===== config.mk =====
export PLATFORM = sky130hd
export DESIGN_NAME = reg_wb_queue_flat
export DESIGN_NICKNAME = d
export VERILOG_FILES = /design/src/rtl/rwb_pkg.sv /design/src/rtl/reg_wb_queue_if.sv /design/src/rtl/rwb_fifo.sv /design/src/rtl/reg_wb_queue.sv /design/src/flat_wrapper.sv
export SDC_FILE = /design/constraint.sdc
export NUM_CORES = 1
export LEC_CHECK = 0
export CAP_MARGIN = 20
export CORE_MARGIN = 10
export CORE_UTILIZATION = 48
export DETAILED_ROUTE_END_ITERATION = 10
export GPL_ROUTABILITY_DRIVEN = 0
export HOLD_SLACK_MARGIN = 0.15
export PLACE_DENSITY = 0.89
export SLEW_MARGIN = 20
export SYNTH_ARGS = -nofsm -noshare
export SYNTH_HDL_FRONTEND = slang
export SYNTH_HIERARCHICAL = 1
export SYNTH_SLANG_ARGS = --single-unit
export TNS_END_PERCENT = 10

===== constraint.sdc =====
create_clock -name clk -period 3.6 [get_ports clk]
set_clock_uncertainty 0.15 [all_clocks]
set_input_delay 0.54 -clock clk [delete_from_list [all_inputs] [get_ports clk]]
set_output_delay 0.54 -clock clk [all_outputs]
set_load 0.01 [all_outputs]

===== src/rtl/rwb_pkg.sv =====
// Shared types and default sizing for the register write-back queue.
package rwb_pkg;

  localparam int RWB_DEPTH = 4;
  localparam int RWB_AW    = 5;
  localparam int RWB_DW    = 32;

  // One pending register-file write.
  typedef struct packed {
    logic [RWB_AW-1:0] addr;
    logic [RWB_DW-1:0] data;
  } rwb_entry_t;

endpackage


===== src/rtl/reg_wb_queue_if.sv =====
// Handshake, register-file write port, occupancy and bypass lookup
// signals of the write-back queue. The slave modport is the queue's view.
interface reg_wb_queue_if #(
  parameter int AW = 5,
  parameter int DW = 32,
  parameter int CW = 3
);
  logic          memV;
  logic [AW-1:0] memA;
  logic [DW-1:0] memD;
  logic          memRdy;
  logic          aluV;
  logic [AW-1:0] aluA;
  logic [DW-1:0] aluD;
  logic          aluRdy;
  logic          regW;
  logic [AW-1:0] wrA;
  logic [DW-1:0] wrD;
  logic [CW-1:0] count;
  logic [AW-1:0] byA;
  logic          byHit;
  logic [DW-1:0] byD;

  modport slave (
    input  memV, memA, memD, aluV, aluA, aluD, byA,
    output memRdy, aluRdy, regW, wrA, wrD, count, byHit, byD
  );

  modport master (
    output memV, memA, memD, aluV, aluA, aluD, byA,
    input  memRdy, aluRdy, regW, wrA, wrD, count, byHit, byD
  );
endinterface


===== src/rtl/rwb_fifo.sv =====
// Dual-push, single-pop FIFO. Port 0 is the older entry when both push on
// the same edge; port 1 lands in the slot right after it. Contents, read
// pointer and count are exported so the top can search pending entries.
module rwb_fifo import rwb_pkg::*; #(
  parameter int  DEPTH   = RWB_DEPTH,
  parameter type entry_t = rwb_entry_t,
  localparam int PW      = $clog2(DEPTH),
  localparam int CW      = $clog2(DEPTH) + 1
) (
  input  logic                 clk,
  input  logic                 rst_n,
  input  logic                 push0_i,
  input  entry_t               din0_i,
  input  logic                 push1_i,
  input  entry_t               din1_i,
  input  logic                 pop_i,
  output entry_t               head_o,
  output logic [CW-1:0]        count_o,
  output logic [PW-1:0]        rd_ptr_o,
  output entry_t [DEPTH-1:0]   mem_o
);

  logic [PW-1:0]      wr_ptr_q, wr_ptr_d;
  logic [PW-1:0]      rd_ptr_q, rd_ptr_d;
  logic [PW-1:0]      slot1_s;
  logic [CW-1:0]      count_q, count_d;
  entry_t [DEPTH-1:0] mem_q;

  // Next pointers and occupancy; pointer arithmetic wraps naturally.
  always_comb begin
    slot1_s  = wr_ptr_q + PW'(push0_i);
    wr_ptr_d = wr_ptr_q + PW'(push0_i) + PW'(push1_i);
    rd_ptr_d = rd_ptr_q + PW'(pop_i);
    count_d  = count_q - CW'(pop_i) + CW'(push0_i) + CW'(push1_i);
  end

  // Pointer and count registers.
  always_ff @(posedge clk or negedge rst_n) begin
    if (!rst_n) begin
      wr_ptr_q <= '0;
      rd_ptr_q <= '0;
      count_q  <= '0;
    end else begin
      wr_ptr_q <= wr_ptr_d;
      rd_ptr_q <= rd_ptr_d;
      count_q  <= count_d;
    end
  end

  // Entry storage; the older request takes the first free slot.
  always_ff @(posedge clk or negedge rst_n) begin
    if (!rst_n) begin
      mem_q <= '0;
    end else begin
      if (push0_i) begin
        mem_q[wr_ptr_q] <= din0_i;
      end
      if (push1_i) begin
        mem_q[slot1_s] <= din1_i;
      end
    end
  end

  assign head_o   = mem_q[rd_ptr_q];
  assign count_o  = count_q;
  assign rd_ptr_o = rd_ptr_q;
  assign mem_o    = mem_q;

endmodule


===== src/rtl/reg_wb_queue.sv =====
// Write-back queue in front of the register file write port. Accepts load
// and ALU results (load is older), drops writes to register 0, retires one
// entry per cycle. Optional bypass search enabled by RWB_BYPASS_EN.
module reg_wb_queue import rwb_pkg::*; #(
  parameter int DEPTH = RWB_DEPTH,
  parameter int AW    = RWB_AW,
  parameter int DW    = RWB_DW
) (
  input logic           clk,
  input logic           rst_n,
  reg_wb_queue_if.slave wb
);

  localparam int PW = $clog2(DEPTH);
  localparam int CW = $clog2(DEPTH) + 1;
  localparam int FW = CW + 1;

  typedef struct packed {
    logic [AW-1:0] addr;
    logic [DW-1:0] data;
  } entry_t;

  logic               regw_s;
  logic [CW-1:0]      count_s;
  logic [FW-1:0]      free_s;
  logic               mem_rdy_s, alu_rdy_s;
  logic               push_mem_s, push_alu_s;
  entry_t             head_s;
  entry_t             din_mem_s, din_alu_s;
  entry_t [DEPTH-1:0] mem_s;
  logic [PW-1:0]      rd_ptr_s;
  logic               by_hit_s;
  logic [DW-1:0]      by_d_s;

  // Ready depends only on occupancy, the head pop and whether a load is offered.
  always_comb begin
    regw_s     = (count_s != '0);
    free_s     = FW'(DEPTH) - {1'b0, count_s} + FW'(regw_s);
    mem_rdy_s  = (free_s >= FW'(1));
    alu_rdy_s  = (free_s >= (wb.memV ? FW'(2) : FW'(1)));
    push_mem_s = wb.memV && mem_rdy_s && (wb.memA != '0);
    push_alu_s = wb.aluV && alu_rdy_s && (wb.aluA != '0);
    din_mem_s  = '{addr: wb.memA, data: wb.memD};
    din_alu_s  = '{addr: wb.aluA, data: wb.aluD};
  end

  rwb_fifo #(
    .DEPTH   (DEPTH),
    .entry_t (entry_t)
  ) u_fifo (
    .clk      (clk),
    .rst_n    (rst_n),
    .push0_i  (push_mem_s),
    .din0_i   (din_mem_s),
    .push1_i  (push_alu_s),
    .din1_i   (din_alu_s),
    .pop_i    (regw_s),
    .head_o   (head_s),
    .count_o  (count_s),
    .rd_ptr_o (rd_ptr_s),
    .mem_o    (mem_s)
  );

`ifdef RWB_BYPASS_EN
  logic [PW-1:0] idx_s;

  // Walk pending entries oldest to youngest so the youngest match wins.
  always_comb begin
    by_hit_s = 1'b0;
    by_d_s   = '0;
    idx_s    = rd_ptr_s;
    for (int i = 0; i < DEPTH; i++) begin
      idx_s = rd_ptr_s + PW'(i);
      if ((CW'(i) < count_s) && (wb.byA != '0) && (mem_s[idx_s].addr == wb.byA)) begin
        by_hit_s = 1'b1;
        by_d_s   = mem_s[idx_s].data;
      end else begin
        by_hit_s = by_hit_s;
      end
    end
  end
`else
  logic unused_ok;

  // Without bypass the lookup port and storage view are not needed.
  assign by_hit_s  = 1'b0;
  assign by_d_s    = '0;
  assign unused_ok = ^{mem_s, rd_ptr_s, wb.byA};
`endif

  assign wb.memRdy = mem_rdy_s;
  assign wb.aluRdy = alu_rdy_s;
  assign wb.regW   = regw_s;
  assign wb.wrA    = regw_s ? head_s.addr : '0;
  assign wb.wrD    = regw_s ? head_s.data : '0;
  assign wb.count  = count_s;
  assign wb.byHit  = by_hit_s;
  assign wb.byD    = by_d_s;

endmodule

===== src/flat_wrapper.sv =====
// flat-port wrapper written by rule: the top's interface ports become plain ports
module reg_wb_queue_flat import rwb_pkg::*;
#(
  parameter int DEPTH = RWB_DEPTH,
  parameter int AW    = RWB_AW,
  parameter int DW    = RWB_DW
)
  (clk, rst_n, wb_memV, wb_memA, wb_memD, wb_aluV, wb_aluA, wb_aluD, wb_byA, wb_memRdy, wb_aluRdy, wb_regW, wb_wrA, wb_wrD, wb_count, wb_byHit, wb_byD);
  reg_wb_queue_if #(.AW(AW), .DW(DW)) wb_i ();
  input logic clk;
  input logic rst_n;
  input wire logic [$bits(wb_i.memV)-1:0] wb_memV;
  input wire logic [$bits(wb_i.memA)-1:0] wb_memA;
  input wire logic [$bits(wb_i.memD)-1:0] wb_memD;
  input wire logic [$bits(wb_i.aluV)-1:0] wb_aluV;
  input wire logic [$bits(wb_i.aluA)-1:0] wb_aluA;
  input wire logic [$bits(wb_i.aluD)-1:0] wb_aluD;
  input wire logic [$bits(wb_i.byA)-1:0] wb_byA;
  output wire logic [$bits(wb_i.memRdy)-1:0] wb_memRdy;
  output wire logic [$bits(wb_i.aluRdy)-1:0] wb_aluRdy;
  output wire logic [$bits(wb_i.regW)-1:0] wb_regW;
  output wire logic [$bits(wb_i.wrA)-1:0] wb_wrA;
  output wire logic [$bits(wb_i.wrD)-1:0] wb_wrD;
  output wire logic [$bits(wb_i.count)-1:0] wb_count;
  output wire logic [$bits(wb_i.byHit)-1:0] wb_byHit;
  output wire logic [$bits(wb_i.byD)-1:0] wb_byD;
  assign wb_i.memV = wb_memV;
  assign wb_i.memA = wb_memA;
  assign wb_i.memD = wb_memD;
  assign wb_i.aluV = wb_aluV;
  assign wb_i.aluA = wb_aluA;
  assign wb_i.aluD = wb_aluD;
  assign wb_i.byA = wb_byA;
  assign wb_memRdy = wb_i.memRdy;
  assign wb_aluRdy = wb_i.aluRdy;
  assign wb_regW = wb_i.regW;
  assign wb_wrA = wb_i.wrA;
  assign wb_wrD = wb_i.wrD;
  assign wb_count = wb_i.count;
  assign wb_byHit = wb_i.byHit;
  assign wb_byD = wb_i.byD;
  reg_wb_queue #(.DEPTH(DEPTH), .AW(AW), .DW(DW)) u_core (.clk(clk), .rst_n(rst_n), .wb(wb_i));
endmodule

==> flow_metrics.tcl <==
set metrics [dict create \
    path_buf_inv 2 \
    rows 49 \
    cts_buffer_depth 2 \
    final_common_cell "nand2_1" \
    p_total_uw 12350 \
    slew_headroom_pct 36.20 \
    drt_wl_total_mm 29.14 \
    hp-class "flop to flop" \
    tightest_slew_ps 957.1 \
    intPower_uw 7178 \
    p_switching_uw 5172 \
    pwr-share-comb_pct 57.2 \
    drt-vias-per-instance 6.357 \
    post_synth_xor_area_fraction_pct 0.8637 \
    finalCritPeriodShare_pct 92.61 \
    yosys.area_share.adder_pct 1.586 \
    syn_inst 990 \
    cts_tree "done" \
    seqPwrFrac_pct 27.1 \
    floorplan.initialDensity_pct 49.03 \
    htreeDepth 4 \
    crit_family "adder cells" \
    yosysUniqueCellTypes 34 \
    ys_seq_area_share_pct 43.89 \
    avgSynthCellArea_sq_um 8.926 \
    crit_chain "nor3_4, ha_4, xor2_2, ha_1, a211o_1, o311a_4, inv_1, ha_1, inv_1, fa_1, fa_1, xnor2_1, xnor2_1" \
    layout-drive-gt1-share_pct 12.32 \
    timing.final.crit_period_ps 3334 \
    antenna_found_initial 0 \
    crit_slowest_cell "dfrtp_2" \
    p_per_area_nw_per_um2 1133 \
    hpwl_mm 18.23 \
    tns_ps 0 \
    crit_path_start_kind "flop" \
    grt.overflow.total 0 \
    cts_buffers 17 \
    dr.pass1.iters 5 \
    hold_violations 0 \
    clockPowerShare_pct 15.7 \
    via_count 8430 \
    swShare_pct 41.88 \
    synthSimpleGateAreaFrac_pct 25.13 \
    fin_util_pct 60.45 \
    portBuffers 120 \
    rsz0062_at_grt "no" \
    final_antenna_net_count 0 \
    routedWlPerCell_um 21.97 \
    critPathKind "flop to flop" \
    dp_slack_ps 102.4 \
    grt_pass1_vias 8704 \
    setup_viol 0 \
    cp.required_ps 3810 \
    synth-seq-cells 155 \
    peakVddDrop_v 0.0006122 \
    yosysWarnings 6 \
    io_pins 159 \
    drv_cap 0 \
    die_h_um 155.7 \
    end_kind "flop" \
    clk_latency_ps 440 \
    cts_root_buf "clkbuf_16" \
    cts_resized 0 \
    synth-compound-area-share_pct 11.04 \
    cp_slowest_stage_delay_ps 460 \
    grt_first_pass_wirelength_mm 45.81 \
    synth.mux.area_fraction_pct 9.429 \
    route.detailed.drc 0 \
    fp.dieW_um 155.7 \
    synth_area_sq_um 8837 \
    cellLeakagePower_uw 0.004475 \
    fin_nets 1176 \
    status "complete, no violations" \
    core_area_sq_um 18020 \
    path_clk_slew_ps 60 \
    critPathArrivalTime_ps 3540 \
    synth_top_family_by_area "simple AND/OR/NAND/NOR gates" \
    area_growth_pct 23.30 \
    grt_usage_pct 23.34 \
    maxSlewViolCount 0 \
    max_freq_mhz 300.0 \
    drtIter0Drc 1007 \
    path_max_fanout 5 \
    die_area_sq_um 24240 \
    layout_setup_ws_ps 266.2 \
    layout_common_cells "nand2_1, dfrtp_1, nor3_1, a31oi_1, clkdlybuf4s50_1" \
    grt_max_degree 72 \
    clock-sinks 155 \
]
==> routing by layer <==
layer  share of wire, %  vias up  GRT usage (%)
li1                   -     3618              -
met1                 36     4051          28.16
met2                 49      649          38.02
met3                 12      112          6.617
met4                3.1        0          10.65
met5                  0        -              0
==> cell usage after synthesis (all sizes together) <==
cell type	count	area share, %
nand2b	3	0.21
o311a	2	0.23
mux4	37	9.4
ha	8	1.1
or3	2	0.14
buf	86	6.2
conb	1	0.042
a31oi	148	10
a211o	1	0.099
o31ai	1	0.24
clkbuf	36	1.5
nand2	297	13
nor2b	37	2.6
xnor2	4	0.48
or2	1	0.071
inv	7	0.30
fa	2	0.45
dfrtp	155	44
xor2	3	0.38
nand3b	2	0.17
or3b	1	0.099
nor3	149	8.5
nor3b	1	0.21
nand3	3	0.23
and3b	2	0.20
and3	1	0.071
==> state kept, by name (all words and copies together), names as in the netlist <==
register / flops
u_core/u_fifo/rd_ptr_o: 2
u_core/u_fifo/count_o: 3
u_core/u_fifo/mem_o: 148
u_core/u_fifo/wr_ptr_q: 2
==> cell families (layout without fill, tap and decap cells) <==
logic type / count (synthesis) / in the layout
other cells: 1 / 34
buf+inv: 129 / 203
compound gates: 152 / 152
xor+xnor: 7 / 7
simple gates: 499 / 499
flops: 155 / 155
fa+ha+maj: 10 / 10
mux: 37 / 37
==> timing repair <==
item,CTS,global route
hold endpoints to repair,69,0
setup buffers,0,0
hold buffers,1,0
==> power groups by stage <==
| stage | logic [uW] | clock network [uW] | registers (uW) |
|---|---|---|---|
| 2_1_floorplan | 4510 | 0 | 3080 |
| 3_3_place_gp | 6680 | 0 | 3280 |
| 3_5_place_dp | 6930 | 0 | 3330 |
| 4_1_cts | 6970 | 1950 | 3330 |
| 5_1_grt | 7580 | 2030 | 3440 |
| 6_report | 7060 | 1940 | 3350 |
==> worst paths after layout <==
| check | from | endpoint | slack, ps | cells past startpoint |
|---|---|---|---|---|
| setup / recovery | u_core/u_fifo/count_o[1]$_DFF_PN0_ | u_core/u_fifo/count_o[2]$_DFF_PN0_ | 270 | 13 |
| hold / removal | u_core/u_fifo/rd_ptr_o[0]$_DFF_PN0_ | u_core/u_fifo/rd_ptr_o[0]$_DFF_PN0_ | 390 | 1 |
| setup reg to reg | u_core/u_fifo/count_o[1]$_DFF_PN0_ | u_core/u_fifo/count_o[2]$_DFF_PN0_ | 270 | 13 |
| hold reg to reg | u_core/u_fifo/rd_ptr_o[0]$_DFF_PN0_ | u_core/u_fifo/rd_ptr_o[0]$_DFF_PN0_ | 390 | 1 |
| max in group asynchronous | rst_n | u_core/u_fifo/mem_o[57]$_DFF_PN0_ | 1950 | 3 |
| min in group asynchronous | rst_n | u_core/u_fifo/count_o[0]$_DFF_PN0_ | 530 | 2 |
==> per-stage QoR <==
step           instances  area, sq um  hold slack [ps]
3_5_place_dp        1292        10250            378.5
6_report            1326        10900            387.3
5_1_grt             1325        10890            395.8
2_1_floorplan       1022         8991            94.41
3_3_place_gp        1292        10250            368.0
4_1_cts             1325        10890            392.0
==> layout make-up <==
class	instances	area, sq um
tap	229	286.5
clock buffer	22	474.2
inverter	7	26.28
fill	1494	7128
timing repair buffer	164	1610
multi-input combinational	738	4452
sequential	155	3884
clock inverter	10	161.4
antenna	1	2.502
Note: power is estimated with default switching activity, not from simulation.
